==> src/rtl/text_pkg.sv <==
`default_nettype none
// ============================================================================
// text_pkg : shared grid geometry, control codes and FSM states for the text
//            terminal path (cursor controller and framebuffer read side)
// Rev 1.0
// ============================================================================
package text_pkg;

  localparam int COLS   = 80;
  localparam int ROWS   = 30;
  localparam int ADDR_W = 12;

  localparam logic [7:0] CHAR_BS    = 8'h08;
  localparam logic [7:0] CHAR_LF    = 8'h0A;
  localparam logic [7:0] CHAR_FF    = 8'h0C;
  localparam logic [7:0] CHAR_CR    = 8'h0D;
  localparam logic [7:0] CHAR_SPACE = 8'h20;

  typedef enum logic [0:0] {
    ST_IDLE  = 1'b0,
    ST_CLEAR = 1'b1
  } state_t;

endpackage
`default_nettype wire

==> src/rtl/cursor_addr.sv <==
`default_nettype none
// ============================================================================
// cursor_addr : combinational row/col to linear framebuffer cell address
// Rev 1.0
// ============================================================================
module cursor_addr #(
  parameter int COLS   = text_pkg::COLS,
  parameter int ADDR_W = text_pkg::ADDR_W
) (
  input  logic [6:0]        col,
  input  logic [4:0]        row,
  output logic [ADDR_W-1:0] addr
);

  logic [ADDR_W-1:0] row_w;
  logic [ADDR_W-1:0] col_w;

  assign row_w = ADDR_W'(row);
  assign col_w = ADDR_W'(col);

  generate
    if (COLS == 80) begin : g_shift
      // 80 = 64 + 16, so two shifts and an add replace the multiplier
      assign addr = (row_w << 6) + (row_w << 4) + col_w;
    end else begin : g_mul
      assign addr = row_w * ADDR_W'(COLS) + col_w;
    end
  endgenerate

endmodule
`default_nettype wire

==> src/rtl/text_cursor_ctrl.sv <==
`default_nettype none
// ============================================================================
// text_cursor_ctrl : byte-stream terminal controller driving framebuffer writes
// Rev 1.0
// ============================================================================
module text_cursor_ctrl #(
  parameter int COLS   = text_pkg::COLS,
  parameter int ROWS   = text_pkg::ROWS,
  parameter int ADDR_W = text_pkg::ADDR_W
) (
  input  logic              clk,
  input  logic              rst,
  input  logic [7:0]        rx_data,
  input  logic              rx_valid,
  output logic              wr_en,
  output logic [ADDR_W-1:0] wr_addr,
  output logic [7:0]        wr_char,
  output logic [6:0]        cursor_col,
  output logic [4:0]        cursor_row,
  output logic              busy,
  output logic              overrun
);

  import text_pkg::*;

  localparam int          CNT_W    = ADDR_W + 1;
  localparam int          TOTAL    = COLS * ROWS;
  localparam logic [6:0]  LAST_COL = 7'(COLS - 1);
  localparam logic [4:0]  LAST_ROW = 5'(ROWS - 1);

  state_t            state_q, state_d;
  logic [6:0]        col_q, col_d;
  logic [4:0]        row_q, row_d;
  logic              pend_full_q, pend_full_d;
  logic [7:0]        pend_data_q, pend_data_d;
  logic [CNT_W-1:0]  clr_q, clr_d;
  logic              wr_en_q, wr_en_d;
  logic [ADDR_W-1:0] wr_addr_q, wr_addr_d;
  logic [7:0]        wr_char_q, wr_char_d;
  logic              busy_q, busy_d;
  logic              overrun_q, overrun_d;

  logic              take;
  logic [7:0]        byte_in;
  logic [6:0]        tgt_col;
  logic [4:0]        next_row;
  logic [ADDR_W-1:0] tgt_addr;

  // The pending byte is older than anything on rx_data, so it always goes first
  assign take     = (state_q == ST_IDLE) && (pend_full_q || rx_valid);
  assign byte_in  = pend_full_q ? pend_data_q : rx_data;
  assign tgt_col  = (byte_in == CHAR_BS) ? col_q - 7'd1 : col_q;
  assign next_row = (row_q == LAST_ROW) ? 5'd0 : row_q + 5'd1;

  cursor_addr #(
    .COLS   (COLS),
    .ADDR_W (ADDR_W)
  ) u_cursor_addr (
    .col  (tgt_col),
    .row  (row_q),
    .addr (tgt_addr)
  );

  always_comb begin
    state_d     = state_q;
    col_d       = col_q;
    row_d       = row_q;
    pend_full_d = pend_full_q;
    pend_data_d = pend_data_q;
    clr_d       = clr_q;
    wr_en_d     = 1'b0;
    wr_addr_d   = wr_addr_q;
    wr_char_d   = wr_char_q;
    busy_d      = busy_q;
    overrun_d   = overrun_q;

    case (state_q)
      ST_IDLE: begin
        if (pend_full_q) begin
          pend_full_d = rx_valid;
          if (rx_valid) pend_data_d = rx_data;
        end
        if (take) begin
          if (byte_in inside {[8'h20:8'h7E]}) begin
            wr_en_d   = 1'b1;
            wr_addr_d = tgt_addr;
            wr_char_d = byte_in;
            if (col_q == LAST_COL) begin
              col_d = 7'd0;
              row_d = next_row;
            end else begin
              col_d = col_q + 7'd1;
            end
          end else if (byte_in == CHAR_CR) begin
            col_d = 7'd0;
          end else if (byte_in == CHAR_LF) begin
            col_d = 7'd0;
            row_d = next_row;
          end else if (byte_in == CHAR_BS) begin
            if (col_q != 7'd0) begin
              col_d     = tgt_col;
              wr_en_d   = 1'b1;
              wr_addr_d = tgt_addr;
              wr_char_d = CHAR_SPACE;
            end
          end else if (byte_in == CHAR_FF) begin
            // Cell 0 is written on entry so busy and wr_en rise together
            state_d   = ST_CLEAR;
            col_d     = 7'd0;
            row_d     = 5'd0;
            busy_d    = 1'b1;
            wr_en_d   = 1'b1;
            wr_addr_d = '0;
            wr_char_d = CHAR_SPACE;
            clr_d     = CNT_W'(1);
          end
        end
      end

      ST_CLEAR: begin
        if (rx_valid) begin
          if (pend_full_q) begin
            overrun_d = 1'b1;
          end else begin
            pend_full_d = 1'b1;
            pend_data_d = rx_data;
          end
        end
        if (clr_q == CNT_W'(TOTAL)) begin
          state_d = ST_IDLE;
          busy_d  = 1'b0;
        end else begin
          wr_en_d   = 1'b1;
          wr_addr_d = clr_q[ADDR_W-1:0];
          wr_char_d = CHAR_SPACE;
          clr_d     = clr_q + CNT_W'(1);
        end
      end

      default: state_d = ST_IDLE;
    endcase
  end

  always_ff @(posedge clk or posedge rst) begin
    if (rst) begin
      state_q     <= ST_IDLE;
      col_q       <= 7'd0;
      row_q       <= 5'd0;
      pend_full_q <= 1'b0;
      pend_data_q <= 8'h00;
      clr_q       <= '0;
      wr_en_q     <= 1'b0;
      wr_addr_q   <= '0;
      wr_char_q   <= 8'h00;
      busy_q      <= 1'b0;
      overrun_q   <= 1'b0;
    end else begin
      state_q     <= state_d;
      col_q       <= col_d;
      row_q       <= row_d;
      pend_full_q <= pend_full_d;
      pend_data_q <= pend_data_d;
      clr_q       <= clr_d;
      wr_en_q     <= wr_en_d;
      wr_addr_q   <= wr_addr_d;
      wr_char_q   <= wr_char_d;
      busy_q      <= busy_d;
      overrun_q   <= overrun_d;
    end
  end

  assign wr_en      = wr_en_q;
  assign wr_addr    = wr_addr_q;
  assign wr_char    = wr_char_q;
  assign cursor_col = col_q;
  assign cursor_row = row_q;
  assign busy       = busy_q;
  assign overrun    = overrun_q;

endmodule
`default_nettype wire
==> config.mk <==
export PLATFORM = sky130hd
export DESIGN_NAME = text_cursor_ctrl
export DESIGN_NICKNAME = d
export VERILOG_FILES = /design/src/rtl/text_pkg.sv /design/src/rtl/cursor_addr.sv /design/src/rtl/text_cursor_ctrl.sv
export SDC_FILE = /design/constraint.sdc
export NUM_CORES = 1
export LEC_CHECK = 0
export BUFFER_PORTS_ARGS = -buffer_cell sky130_fd_sc_hd__buf_2
export CAP_MARGIN = 20
export CELL_PAD_IN_SITES_DETAIL_PLACEMENT = 0
export CELL_PAD_IN_SITES_GLOBAL_PLACEMENT = 1
export CORE_ASPECT_RATIO = 1.75
export CORE_MARGIN = 2
export CORE_UTILIZATION = 51
export CTS_BUF_LIST = sky130_fd_sc_hd__clkbuf_2 sky130_fd_sc_hd__clkbuf_4 sky130_fd_sc_hd__clkbuf_8
export CTS_CLUSTER_DIAMETER = 200
export DETAILED_ROUTE_END_ITERATION = 8
export PLACE_DENSITY = 0.91
export SYNTH_ARGS = -nofsm -noshare
export SYNTH_HDL_FRONTEND = slang
export SYNTH_SLANG_ARGS = --single-unit
==> constraint.sdc <==
create_clock -name clk -period 11.2 [get_ports clk]
set_clock_uncertainty 0.05 [all_clocks]
set_input_delay 2.24 -clock clk [delete_from_list [all_inputs] [get_ports clk]]
set_output_delay 2.24 -clock clk [all_outputs]
set_load 0.02 [all_outputs]
==> results of run 1 <==
[routing by layer]
layer	wire, um	vias up	GRT usage	share of wire
li1	-	1478	-	-
met1	3490	1495	0.262	0.37
met2	5230	70	0.440	0.56
met3	292	23	0.0479	0.031
met4	381	0	0.134	0.041
met5	0	-	0	0
[sequential cells by signal (all words and copies together) (netlist names)]
signal,flops
clr_q,13
wr_addr,12
pend_data_q,8
wr_char,8
cursor_col,7
cursor_row,5
busy,1
overrun,1
pend_full_q,1
state_q,1
wr_en,1
[power by group through the flow]
| stage | Combinational (mW) | Sequential [mW] | Clock (mW) |
|---|---|---|---|
| 6_report | 0.412 | 0.368 | 0.227 |
| 5_1_grt | 0.453 | 0.382 | 0.239 |
| 4_1_cts | 0.417 | 0.368 | 0.231 |
| 3_5_place_dp | 0.415 | 0.372 | 0 |
| 3_3_place_gp | 0.404 | 0.369 | 0 |
| 2_1_floorplan | 0.273 | 0.390 | 0 |
[metrics by stage]
step / std cells / setup slack [ns] / util / hold slack [ns] / instance area, um2
floorplan: 382 / 5.34 / - / 0.445 / 3780
finish: 511 / 5.07 / 0.593 / 0.422 / 4260
global placement: 495 / 4.90 / 0.561 / 0.405 / 4030
detailed placement: 495 / 4.73 / 0.561 / 0.405 / 4030
global route: 511 / 4.81 / 0.593 / 0.443 / 4260
CTS: 511 / 5.11 / 0.593 / 0.421 / 4260
[how the worst max path moves through the flow]
stage	from	to	slack (ns)	cells after the start
floorplan	rx_data[4]	wr_addr[9]	5.34	14
global placement	rx_data[4]	wr_addr[9]	4.90	15
detailed placement	rx_data[4]	wr_addr[9]	4.73	15
CTS	rx_data[4]	wr_addr[9]	5.11	15
global route	rx_data[5]	wr_addr[9]	4.81	15
finish	rx_data[5]	wr_addr[9]	5.07	15
[logic make-up after synthesis]
group	synth area share
AOI/OAI and AO/OA	0.164
buffers and inverters	0.0477
muxes	0.127
DFF	0.384
adders and majority gates	0.0696
xor gates and xnor gates	0.0348
and+or+nand+nor	0.173
[critical path: stages]
cell and delay, ns:
sky130_fd_sc_hd__buf_2 0.12, sky130_fd_sc_hd__or3_1 0.40, sky130_fd_sc_hd__a222oi_1 0.99, sky130_fd_sc_hd__nand2_2 0.27, sky130_fd_sc_hd__nor2_1 0.21, sky130_fd_sc_hd__xor2_1 0.21
sky130_fd_sc_hd__fa_1 0.47, sky130_fd_sc_hd__inv_1 0.10, sky130_fd_sc_hd__fa_1 0.22, sky130_fd_sc_hd__nor2b_1 0.06, sky130_fd_sc_hd__o21ai_0 0.14, sky130_fd_sc_hd__nand2_1 0.09
sky130_fd_sc_hd__or2_2 0.28, sky130_fd_sc_hd__a32o_1 0.25, sky130_fd_sc_hd__mux2_4 0.26
[cells in the mapped netlist (5+ instances only)]
cell,n
sky130_fd_sc_hd__or3_1,6
sky130_fd_sc_hd__nor3_1,11
sky130_fd_sc_hd__clkbuf_1,11
sky130_fd_sc_hd__mux2i_1,9
sky130_fd_sc_hd__a21oi_1,10
sky130_fd_sc_hd__nor2_1,23
sky130_fd_sc_hd__o21ai_0,14
sky130_fd_sc_hd__dfrtp_1,58
sky130_fd_sc_hd__nand3_1,17
sky130_fd_sc_hd__mux2_2,9
sky130_fd_sc_hd__nand2_1,25
sky130_fd_sc_hd__a22o_1,7
sky130_fd_sc_hd__and3_1,5
sky130_fd_sc_hd__a31oi_1,10
sky130_fd_sc_hd__nand2b_1,5
sky130_fd_sc_hd__mux2_4,17
sky130_fd_sc_hd__xor2_1,5
sky130_fd_sc_hd__xnor2_1,10
sky130_fd_sc_hd__nand4_1,6
sky130_fd_sc_hd__inv_1,21
sky130_fd_sc_hd__ha_1,17
[layout make-up]
cell class,instances,area share
clock buffers,12,0.0373
repair buffers,47,0.0564
inverters,22,0.0194
flip-flops and latches,58,0.341
clock inverters,4,0.0173
multi-input cells,282,0.504
well taps,86,0.0253
==> load_flow_metrics.sql, run 1 <==
INSERT INTO impl_metrics (metric_group, metric, value, unit) VALUES
('detailed_routing', 'via_total_after_detailed_routing', '3066', ''),
('timing', 'max-slew-margin-rel', '0.230', ''),
('timing', 'final_hold_viol_count', '0', ''),
('timing', 'fmax', '163', 'MHz'),
('worst_setup_path', 'path_class', 'in2reg', ''),
('detailed_routing', 'post-route-drc-count', '0', ''),
('logic_synthesis', 'yosys_most_used_dff', 'sky130_fd_sc_hd__dfrtp_1', ''),
('detailed_routing', 'detail_route.wirelength', '9400', 'um'),
('worst_setup_path', 'reg2reg_setup_slack', '6.17', 'ns'),
('cts', 'tritoncts', 'done', ''),
('detailed_routing', 'detail-route-antenna-nets', '0', ''),
('die', 'total_die_area', '8140', 'um2'),
('logic_synthesis', 'synth_top_area_cell', 'sky130_fd_sc_hd__dfrtp_1', ''),
('logic_synthesis', 'synth_warnings', '0', ''),
('final_layout', 'mostFrequentLayoutCells', '58 x sky130_fd_sc_hd__dfrtp_1, 45 x sky130_fd_sc_hd__buf_2, 25 x sky130_fd_sc_hd__nand2_1', ''),
('run', 'maxCapViolCount', '0', ''),
('cts', 'ctsRootBufferMaster', 'sky130_fd_sc_hd__clkbuf_8', ''),
('worst_setup_path', 'start_kind', 'primary input', ''),
('global_route', 'global_route.overflow_total', '0', ''),
('timing', 'finalCritPeriodShare', '0.547', ''),
('detailed_routing', 'routed_via_density', '6.00', ''),
('worst_setup_path', 'crit_path_max_fanout', '8', ''),
('power_and_ir_drop', 'p_leak', '1.98', 'nW'),
('min_path', 'worstHoldPathCells', '1', ''),
('logic_synthesis', 'synthesis.area', '3780', 'um2'),
('cts', 'clkLatencyLatePin', '0.35', 'ns'),
('power_and_ir_drop', 'power_report.internal_total', '0.610', 'mW'),
('logic_synthesis', 'synthCells', '382', ''),
('global_route', 'groute.usage.overall', '0.244', ''),
('power_and_ir_drop', 'irDropWorstVdd', '0.000121', 'V'),
('min_path', 'timing.hold.worst.class', 'reg2reg', ''),
('final_layout', 'final.fill_count', '648', ''),
('power_and_ir_drop', 'switchingPower', '0.397', 'mW'),
('cts', 'cts_max_level', '3', ''),
('placement', 'place.detailed.hpwl', '7140', 'um'),
('timing', 'final.min_clock_period', '6.13', 'ns'),
('global_route', 'antenna_found_initial', '0', ''),
('power_and_ir_drop', 'post-layout-total-power', '1.01', 'mW'),
('logic_synthesis', 'synth.area.top_cells', 'sky130_fd_sc_hd__dfrtp_1 38%, sky130_fd_sc_hd__mux2_4 6.8%, sky130_fd_sc_hd__ha_1 5.6%', ''),
('timing', 'totalNegativeSetupSlack', '0', 'ns'),
('global_route', 'grt_pass1_vias', '3075', ''),
('logic_synthesis', 'synth_async_sr_flop_share', '1.00', ''),
('die', 'floorplan.die.height', '118', 'um'),
('logic_synthesis', 'syn_area_per_cell', '9.89', 'um2'),
('die', 'initial_utilization', '0.526', ''),
('die', 'row_count', '41', ''),
('outcome', 'status', 'finished clean', ''),
('final_layout', 'area.growth.synth_to_final', '12.8', '%'),
('cts', 'clkSinkCount', '58', ''),
('final_layout', 'multiInputGateArea', '2150', 'um2'),
('cts', 'post_cts.repair.setup_buffers', '0', ''),
('power_and_ir_drop', 'clkPwrFrac', '0.225', ''),
('timing', 'final-setup-viol-count', '0', ''),
('power_and_ir_drop', 'power_dens_cells', '236', 'nW/um2'),
('final_layout', 'antenna_cells_inserted', '0', ''),
('final_layout', 'drive_above_1_share', '0.252', ''),
('logic_synthesis', 'synth.lib_cells_used.distinct', '69', ''),
('worst_setup_path', 'endpoint_kind', 'flop', ''),
('global_route', 'pin_count_of_the_biggest_net_entering_global_routing', '59', ''),
('detailed_routing', 'drt-wirelength-per-cell', '18.4', 'um'),
('worst_setup_path', 'regToRegEndpoint', 'wr_addr[9]', ''),
('cts', 'ctsResizeCount', '0', ''),
('logic_synthesis', 'synth_top_cell_area_share', '0.384', ''),
('power_and_ir_drop', 'power.sequential.fraction', '0.366', ''),
('cts', 'cts_made_buffers', '9', ''),
('cts', 'postCtsHoldBufs', '0', ''),
('placement', 'port_buffers', '45', ''),
('worst_setup_path', 'beginning_of_the_worst_register_to_register_path', 'pend_full_q', ''),
('min_path', 'hold_start', 'wr_char[0]', ''),
('cts', 'worst_setup_hold_path_clk_slew', '0.07', 'ns'),
('logic_synthesis', 'synth_seq_cells', '58', '');
Power figures use the tool's default switching activity.
==> run 2, diff against run 1 <==
CORE_UTILIZATION = 43   (was 51)
PLACE_DENSITY = 0.82   (was 0.91)
clock period = 5.6 ns   (was 11.2 ns; I/O delays follow)
==> load_flow_metrics.sql, run 2 (same netlist as run 1, synthesis figures left out) <==
INSERT INTO impl_metrics (metric_group, metric, value, unit) VALUES
('cts', 'cts_made_buffers', '9', ''),
('final_layout', 'largest_register_ffs', '13', ''),
('timing', 'totalNegativeSetupSlack', '0', 'ns'),
('power_and_ir_drop', 'power_dens_cells', '457', 'nW/um2'),
('cts', 'post_cts.repair.setup_buffers', '0', ''),
('detailed_routing', 'via_total_after_detailed_routing', '3045', ''),
('detailed_routing', 'post-route-drc-count', '0', ''),
('global_route', 'antenna_found_initial', '0', ''),
('cts', 'worst_setup_hold_path_clk_slew', '0.07', 'ns'),
('power_and_ir_drop', 'post-layout-total-power', '1.96', 'mW'),
('timing', 'final_hold_viol_count', '0', ''),
('timing', 'final.setup.worst_slack', '1.16', 'ns'),
('placement', 'port_buffers', '45', ''),
('worst_setup_path', 'reg2reg_setup_slack', '1.16', 'ns'),
('cts', 'postCtsHoldBufs', '0', ''),
('worst_setup_path', 'critical_path_required', '5.79', 'ns'),
('power_and_ir_drop', 'irDropWorstVdd', '0.000272', 'V'),
('die', 'total_die_area', '9580', 'um2'),
('detailed_routing', 'highest-signal-layer', 'met4', ''),
('placement', 'gpl.final_weighted_congestion', '0.934', ''),
('global_route', 'pin_count_of_the_biggest_net_entering_global_routing', '59', ''),
('final_layout', 'area.growth.synth_to_final', '13.2', '%'),
('final_layout', 'final.fill_count', '831', ''),
('cts', 'clkLatencyLatePin', '0.35', 'ns'),
('timing', 'finalCritPeriodShare', '0.792', ''),
('power_and_ir_drop', 'p_leak', '1.96', 'nW'),
('die', 'core', '8610', 'um2'),
('final_layout', 'mostFrequentLayoutCells', '58 x sky130_fd_sc_hd__dfrtp_1, 45 x sky130_fd_sc_hd__buf_2, 25 x sky130_fd_sc_hd__nand2_1', ''),
('detailed_routing', 'met1Wirelength', '3710', 'um'),
('detailed_routing', 'initialDrtViolationCount', '148', ''),
('detailed_routing', 'detail_route.wirelength', '9500', 'um'),
('cts', 'tritoncts', 'done', ''),
('final_layout', 'antenna_cells_inserted', '0', ''),
('cts', 'ctsRootBufferMaster', 'sky130_fd_sc_hd__clkbuf_8', ''),
('detailed_routing', 'detail_route.first_pass.iterations', '4', ''),
('final_layout', 'number_of_nets_in_the_finished_design', '451', ''),
('global_route', 'global_route.overflow_total', '0', ''),
('cts', 'ctsResizeCount', '0', ''),
('global_route', 'groute.usage.overall', '0.220', ''),
('global_route', 'grt_pass1_wl', '15800', 'um'),
('timing', 'hold_ws', '0.427', 'ns'),
('die', 'top_level_ports', '46', ''),
('timing', 'worstMarginPinSlew', '1.03', 'ns'),
('die', 'die_w', '74.9', 'um'),
('cts', 'cts_max_path_buffers', '2', ''),
('detailed_routing', 'met3RoutedLength', '277', 'um'),
('run', 'maxCapViolCount', '0', ''),
('worst_setup_path', 'endpoint_kind', 'flop', ''),
('final_layout', 'top_register', 'clr_q', ''),
('cts', 'clkSinkCount', '58', ''),
('timing', 'rsz0062_at_grt', 'no', ''),
('worst_setup_path', 'start_kind', 'flop', ''),
('outcome', 'status', 'finished clean', ''),
('worst_setup_path', 'crit_path_max_fanout', '26', ''),
('global_route', 'grt_pass1_vias', '3194', ''),
('die', 'row_count', '45', ''),
('final_layout', 'drive_above_1_share', '0.254', ''),
('die', 'initial_utilization', '0.438', ''),
('detailed_routing', 'routed_via_density', '5.61', ''),
('cts', 'cts_max_level', '3', ''),
('timing', 'final-setup-viol-count', '0', ''),
('detailed_routing', 'detail-route-antenna-nets', '0', ''),
('timing', 'fmax', '225', 'MHz'),
('worst_setup_path', 'path_class', 'reg2reg', ''),
('worst_setup_path', 'worst-endpoint-arrival', '4.62', 'ns'),
('placement', 'place.detailed.hpwl', '7140', 'um'),
('detailed_routing', 'drt-wirelength-per-cell', '17.5', 'um'),
('placement', 'place_worst_setup_slack', '0.823', 'ns'),
('final_layout', 'postLayoutCoreUtil', '0.497', ''),
('min_path', 'timing.hold.worst.class', 'reg2reg', ''),
('die', 'floorplan.die.height', '128', 'um'),
('timing', 'max-slew-margin-rel', '0.316', ''),
('timing', 'final.min_clock_period', '4.44', 'ns'),
('final_layout', 'final_common_cell', 'sky130_fd_sc_hd__dfrtp_1', ''),
('detailed_routing', 'met2_wirelength', '5120', 'um'),
('timing', 'slew_viol_final', '0', '');
==> run 2: cell count changes in the layout (fill, tap and decap cells not counted), sizes merged <==
cell / delta
clkinvlp: +3
clkbuf: -2
buf: +1
bufinv: -1
==> run 2: final timing paths <==
check,start,end,cells after the start
worst max-delay path,pend_full_q,wr_addr[9],15
worst min-delay path,overrun,overrun,1
worst max register to register,pend_full_q,wr_addr[9],15
worst min register to register,overrun,overrun,1
max in group asynchronous,rst,cursor_col[0],3
min in group asynchronous,rst,wr_char[7],3
==> run 2: final cells by class <==
cell class	instances	area (um2)	area share
clock buffers	10	138	0.0322
flip-flops and latches	58	1450	0.339
inverters	22	82.6	0.0193
well taps	117	146	0.0342
clock inverters	6	66.3	0.0155
repair buffers	48	248	0.0579
multi-input cells	282	2150	0.502
==> run 2: layer usage <==
layer / vias up / GRT usage
met2: 67 / 0.395
met4: 0 / 0.109
met5: - / 0
li1: 1476 / -
met1: 1478 / 0.232
met3: 24 / 0.0480
==> run 2: critical path: stages, from the launching register on <==
cell and delay (ns):
sky130_fd_sc_hd__dfrtp_1 0.87, sky130_fd_sc_hd__or3b_1 0.47, sky130_fd_sc_hd__a222oi_1 0.32, sky130_fd_sc_hd__buf_4 0.23
sky130_fd_sc_hd__nand2_2 0.12, sky130_fd_sc_hd__nor2_1 0.15, sky130_fd_sc_hd__xor2_1 0.19, sky130_fd_sc_hd__fa_1 0.46
sky130_fd_sc_hd__inv_1 0.10, sky130_fd_sc_hd__fa_1 0.23, sky130_fd_sc_hd__nor2b_1 0.06, sky130_fd_sc_hd__o21ai_0 0.16
sky130_fd_sc_hd__nand2_1 0.11, sky130_fd_sc_hd__or2_2 0.28, sky130_fd_sc_hd__a32o_1 0.25, sky130_fd_sc_hd__mux2_4 0.26
==> run 2: through the flow <==
step | instances | instance area (um2)
2_1_floorplan | 382 | 3780
3_3_place_gp | 527 | 4070
3_5_place_dp | 527 | 4070
4_1_cts | 543 | 4280
5_1_grt | 543 | 4280
6_report | 543 | 4280
==> run 2: power breakdown <==
group          switching [mW]  internal [mW]
Clock                   0.180          0.217
Sequential              0.174          0.560
Combinational           0.446          0.380
==> run 3, diff against run 2 <==
ABC_AREA = 1   (was default)
CORE_UTILIZATION = 44   (was 43)
PLACE_DENSITY = 0.86   (was 0.82)
clock period = 4.5 ns   (was 5.6 ns; I/O delays follow)
==> load_flow_metrics.sql, run 3 <==
INSERT INTO impl_metrics (metric_group, metric, value, unit) VALUES
('cts', 'clkSinkCount', '58', ''),
('detailed_routing', 'detail-route-antenna-nets', '0', ''),
('logic_synthesis', 'syn_area_per_cell', '7.02', 'um2'),
('placement', 'gpl.final_weighted_congestion', '0.917', ''),
('logic_synthesis', 'seq_total_area_yosys', '0.356', ''),
('timing', 'finalCritPeriodShare', '0.835', ''),
('detailed_routing', 'post-route-drc-count', '0', ''),
('detailed_routing', 'detail_route.first_pass.iterations', '4', ''),
('die', 'floorplan.die.height', '131', 'um'),
('timing', 'totalNegativeSetupSlack', '0', 'ns'),
('placement', 'place_worst_setup_slack', '0.557', 'ns'),
('run', 'maxCapViolCount', '0', ''),
('logic_synthesis', 'synth_async_sr_flop_share', '1.00', ''),
('cts', 'cts_max_level', '3', ''),
('worst_setup_path', 'path_buf_inv', '3', ''),
('timing', 'final.setup.worst_slack', '0.743', 'ns'),
('cts', 'worst_setup_hold_path_clk_slew', '0.07', 'ns'),
('worst_setup_path', 'crit_path_max_fanout', '16', ''),
('cts', 'ctsResizeCount', '0', ''),
('final_layout', 'largest_register_ffs', '13', ''),
('cts', 'clkLatencyLatePin', '0.35', 'ns'),
('die', 'die_w', '76.8', 'um'),
('logic_synthesis', 'synth_top_cell_area_share', '0.356', ''),
('logic_synthesis', 'synth_top_area_cell', 'sky130_fd_sc_hd__dfrtp_1', ''),
('worst_setup_path', 'cpMaxStageDelayCell', 'sky130_fd_sc_hd__dfrtp_1', ''),
('timing', 'rsz0062_at_grt', 'no', ''),
('timing', 'final_hold_viol_count', '0', ''),
('outcome', 'status', 'finished clean', ''),
('die', 'total_die_area', '10100', 'um2'),
('die', 'initial_utilization', '0.451', ''),
('final_layout', 'final.fill_count', '965', ''),
('logic_synthesis', 'synth.lib_cells_used.distinct', '39', ''),
('cts', 'cts_max_path_buffers', '2', ''),
('logic_synthesis', 'synthCells', '581', ''),
('timing', 'worstMarginPinSlew', '0.963', 'ns'),
('placement', 'place.detailed.hpwl', '7930', 'um'),
('worst_setup_path', 'cp-startpoint', 'pend_full_q', ''),
('global_route', 'grt_pass1_vias', '3656', ''),
('final_layout', 'drive_above_1_share', '0.143', ''),
('die', 'top_level_ports', '46', ''),
('logic_synthesis', 'synth.area.top_cells', 'sky130_fd_sc_hd__dfrtp_1 36%, sky130_fd_sc_hd__nand2_1 18%, sky130_fd_sc_hd__nand3_1 8.6%', ''),
('power_and_ir_drop', 'power_dens_cells', '245', 'nW/um2'),
('detailed_routing', 'detail_route.wirelength', '10500', 'um'),
('cts', 'postCtsHoldBufs', '0', ''),
('global_route', 'grt_pass1_wl', '17800', 'um'),
('global_route', 'pin_count_of_the_biggest_net_entering_global_routing', '33', ''),
('global_route', 'groute.usage.overall', '0.220', ''),
('logic_synthesis', 'synth-edff-count', '0', ''),
('timing', 'final-setup-viol-count', '0', ''),
('placement', 'port_buffers', '45', ''),
('logic_synthesis', 'synth_seq_cells', '58', ''),
('final_layout', 'area.growth.synth_to_final', '10.6', '%'),
('detailed_routing', 'routed_via_density', '5.15', ''),
('cts', 'post_cts.repair.setup_buffers', '0', ''),
('logic_synthesis', 'synthesis.area', '4080', 'um2'),
('logic_synthesis', 'synth_warnings', '0', ''),
('detailed_routing', 'drt-wirelength-per-cell', '14.2', 'um'),
('cts', 'cts_made_buffers', '9', ''),
('final_layout', 'top_register', 'clr_q', ''),
('worst_setup_path', 'start_kind', 'flop', ''),
('final_layout', 'antenna_cells_inserted', '0', ''),
('worst_setup_path', 'path_class', 'reg2reg', ''),
('logic_synthesis', 'most_common_cell_in_the_netlist', 'sky130_fd_sc_hd__nand2_1', ''),
('timing', 'max-slew-margin-rel', '0.358', ''),
('timing', 'fmax', '266', 'MHz'),
('min_path', 'timing.hold.worst.class', 'reg2reg', ''),
('worst_setup_path', 'setup.worst_path.end', 'wr_addr[9]', ''),
('cts', 'tritoncts', 'done', ''),
('worst_setup_path', 'path_common_cell', 'sky130_fd_sc_hd__nand2_1', ''),
('worst_setup_path', 'beginning_of_the_worst_register_to_register_path', 'pend_full_q', ''),
('power_and_ir_drop', 'irDropWorstVdd', '0.000115', 'V'),
('final_layout', 'number_of_nets_in_the_finished_design', '649', ''),
('worst_setup_path', 'worst-endpoint-arrival', '3.99', 'ns'),
('worst_setup_path', 'regToRegEndpoint', 'wr_addr[9]', ''),
('die', 'row_count', '46', ''),
('timing', 'slew_viol_final', '0', ''),
('timing', 'final.min_clock_period', '3.76', 'ns'),
('final_layout', 'mostFrequentLayoutCells', '191 x sky130_fd_sc_hd__nand2_1, 70 x sky130_fd_sc_hd__nand3_1, 65 x sky130_fd_sc_hd__inv_1', ''),
('die', 'core', '9040', 'um2'),
('global_route', 'antenna_found_initial', '0', ''),
('detailed_routing', 'via_total_after_detailed_routing', '3830', ''),
('logic_synthesis', 'yosys_most_used_dff', 'sky130_fd_sc_hd__dfrtp_1', ''),
('worst_setup_path', 'max_incr_delay_on_cp', '0.60', 'ns'),
('logic_synthesis', 'synth.net_count', '611', ''),
('worst_setup_path', 'reg2reg_setup_slack', '0.74', 'ns'),
('final_layout', 'final_common_cell', 'sky130_fd_sc_hd__nand2_1', ''),
('worst_setup_path', 'critical_path_required', '4.74', 'ns'),
('worst_setup_path', 'critical_path_depth', '17', ''),
('worst_setup_path', 'worst_path_dominant_cell_family', 'simple AND/OR/NAND/NOR gates', ''),
('worst_setup_path', 'endpoint_kind', 'flop', ''),
('power_and_ir_drop', 'p_leak', '2.48', 'nW'),
('global_route', 'global_route.overflow_total', '0', ''),
('worst_setup_path', 'cell_by_cell_trace_of_the_critical_path', 'inv_6 -> nand2_1 -> nand2_1 -> nand2_1 -> nor2_4 -> nand2_2 -> o21ai_0 -> inv_1 -> fa_1 -> inv_1 -> fa_1 -> o21ai_0 -> xor2_1 -> nand3_1 -> nand2_1 -> nand2_1 -> nand2_1', ''),
('cts', 'ctsRootBufferMaster', 'sky130_fd_sc_hd__clkbuf_8', ''),
('worst_setup_path', 'cell_count_of_the_worst_reg_to_reg_path', '17', ''),
('logic_synthesis', 'synthTopCellsByCount', '191 x sky130_fd_sc_hd__nand2_1, 70 x sky130_fd_sc_hd__nand3_1, 66 x sky130_fd_sc_hd__inv_1', ''),
('detailed_routing', 'initialDrtViolationCount', '213', '');
## run 3: cells by family after synthesis
| group | after synthesis | share of synthesized area |
|---|---|---|
| simple gates | 333 | 0.361 |
| buf+inv | 90 | 0.0991 |
| compound gates | 64 | 0.0847 |
| flops | 58 | 0.356 |
| fa+ha+maj | 19 | 0.0620 |
| xor+xnor | 16 | 0.0344 |
| mux | 1 | 0.00246 |
## run 3: power by group
| group | switching, mW | internal (mW) | total (mW) | leakage, nW |
|---|---|---|---|---|
| clock network | 0.211 | 0.230 | 0.441 | 0.0954 |
| registers | 0.00232 | 0.527 | 0.530 | 0.705 |
| logic | 0.0947 | 0.0411 | 0.136 | 1.68 |
## run 3: worst min-delay path by stage
stage	startpoint	endpoint	cells past startpoint
final	overrun	overrun	1
after global routing	overrun	overrun	1
after CTS	overrun	overrun	1
after detailed placement	overrun	overrun	1
after global placement	overrun	overrun	1
after floorplan	pend_data_q[4]	pend_data_q[4]	2
## run 3: per-layer routing
| metal | GRT usage | up-vias | wire (um) |
|---|---|---|---|
| met3 | 0.0316 | 20 | 285 |
| li1 | - | 1939 | - |
| met5 | 0 | - | 0 |
| met1 | 0.260 | 1795 | 4490 |
| met4 | 0.105 | 0 | 303 |
| met2 | 0.385 | 76 | 5450 |
## run 3: through the flow
stage	cell area (um2)	hold slack, ns	util	power (mW)	cells
floorplan	4080	0.430	-	0.644	581
global placement	4330	0.403	0.480	0.673	728
detailed placement	4330	0.415	0.480	0.675	728
CTS	4510	0.434	0.499	1.11	743
global route	4510	0.471	0.499	1.15	743
finish	4510	0.425	0.499	1.11	743
## run 3: cell type report
class / count / area, um2 / share of cell area
Clock buffer: 12 / 159 / 0.0352
Multi-Input combinational cell: 433 / 2220 / 0.493
Clock inverter: 3 / 15.0 / 0.00333
Timing Repair Buffer: 48 / 248 / 0.0550
Inverter: 69 / 264 / 0.0586
Tap cell: 120 / 150 / 0.0333
Sequential cell: 58 / 1450 / 0.322
## run 3: worst register-to-register path: stages, from the launching register on
cell and delay [ns]:
sky130_fd_sc_hd__dfrtp_1 0.60, sky130_fd_sc_hd__inv_6 0.22, sky130_fd_sc_hd__nand2_1 0.07, sky130_fd_sc_hd__nand2_1 0.13, sky130_fd_sc_hd__nand2_1 0.14, sky130_fd_sc_hd__nor2_4 0.18, sky130_fd_sc_hd__nand2_2 0.19, sky130_fd_sc_hd__o21ai_0 0.24
sky130_fd_sc_hd__inv_1 0.08, sky130_fd_sc_hd__fa_1 0.51, sky130_fd_sc_hd__inv_1 0.06, sky130_fd_sc_hd__fa_1 0.45, sky130_fd_sc_hd__o21ai_0 0.28, sky130_fd_sc_hd__xor2_1 0.19, sky130_fd_sc_hd__nand3_1 0.09, sky130_fd_sc_hd__nand2_1 0.09
sky130_fd_sc_hd__nand2_1 0.05, sky130_fd_sc_hd__nand2_1 0.08
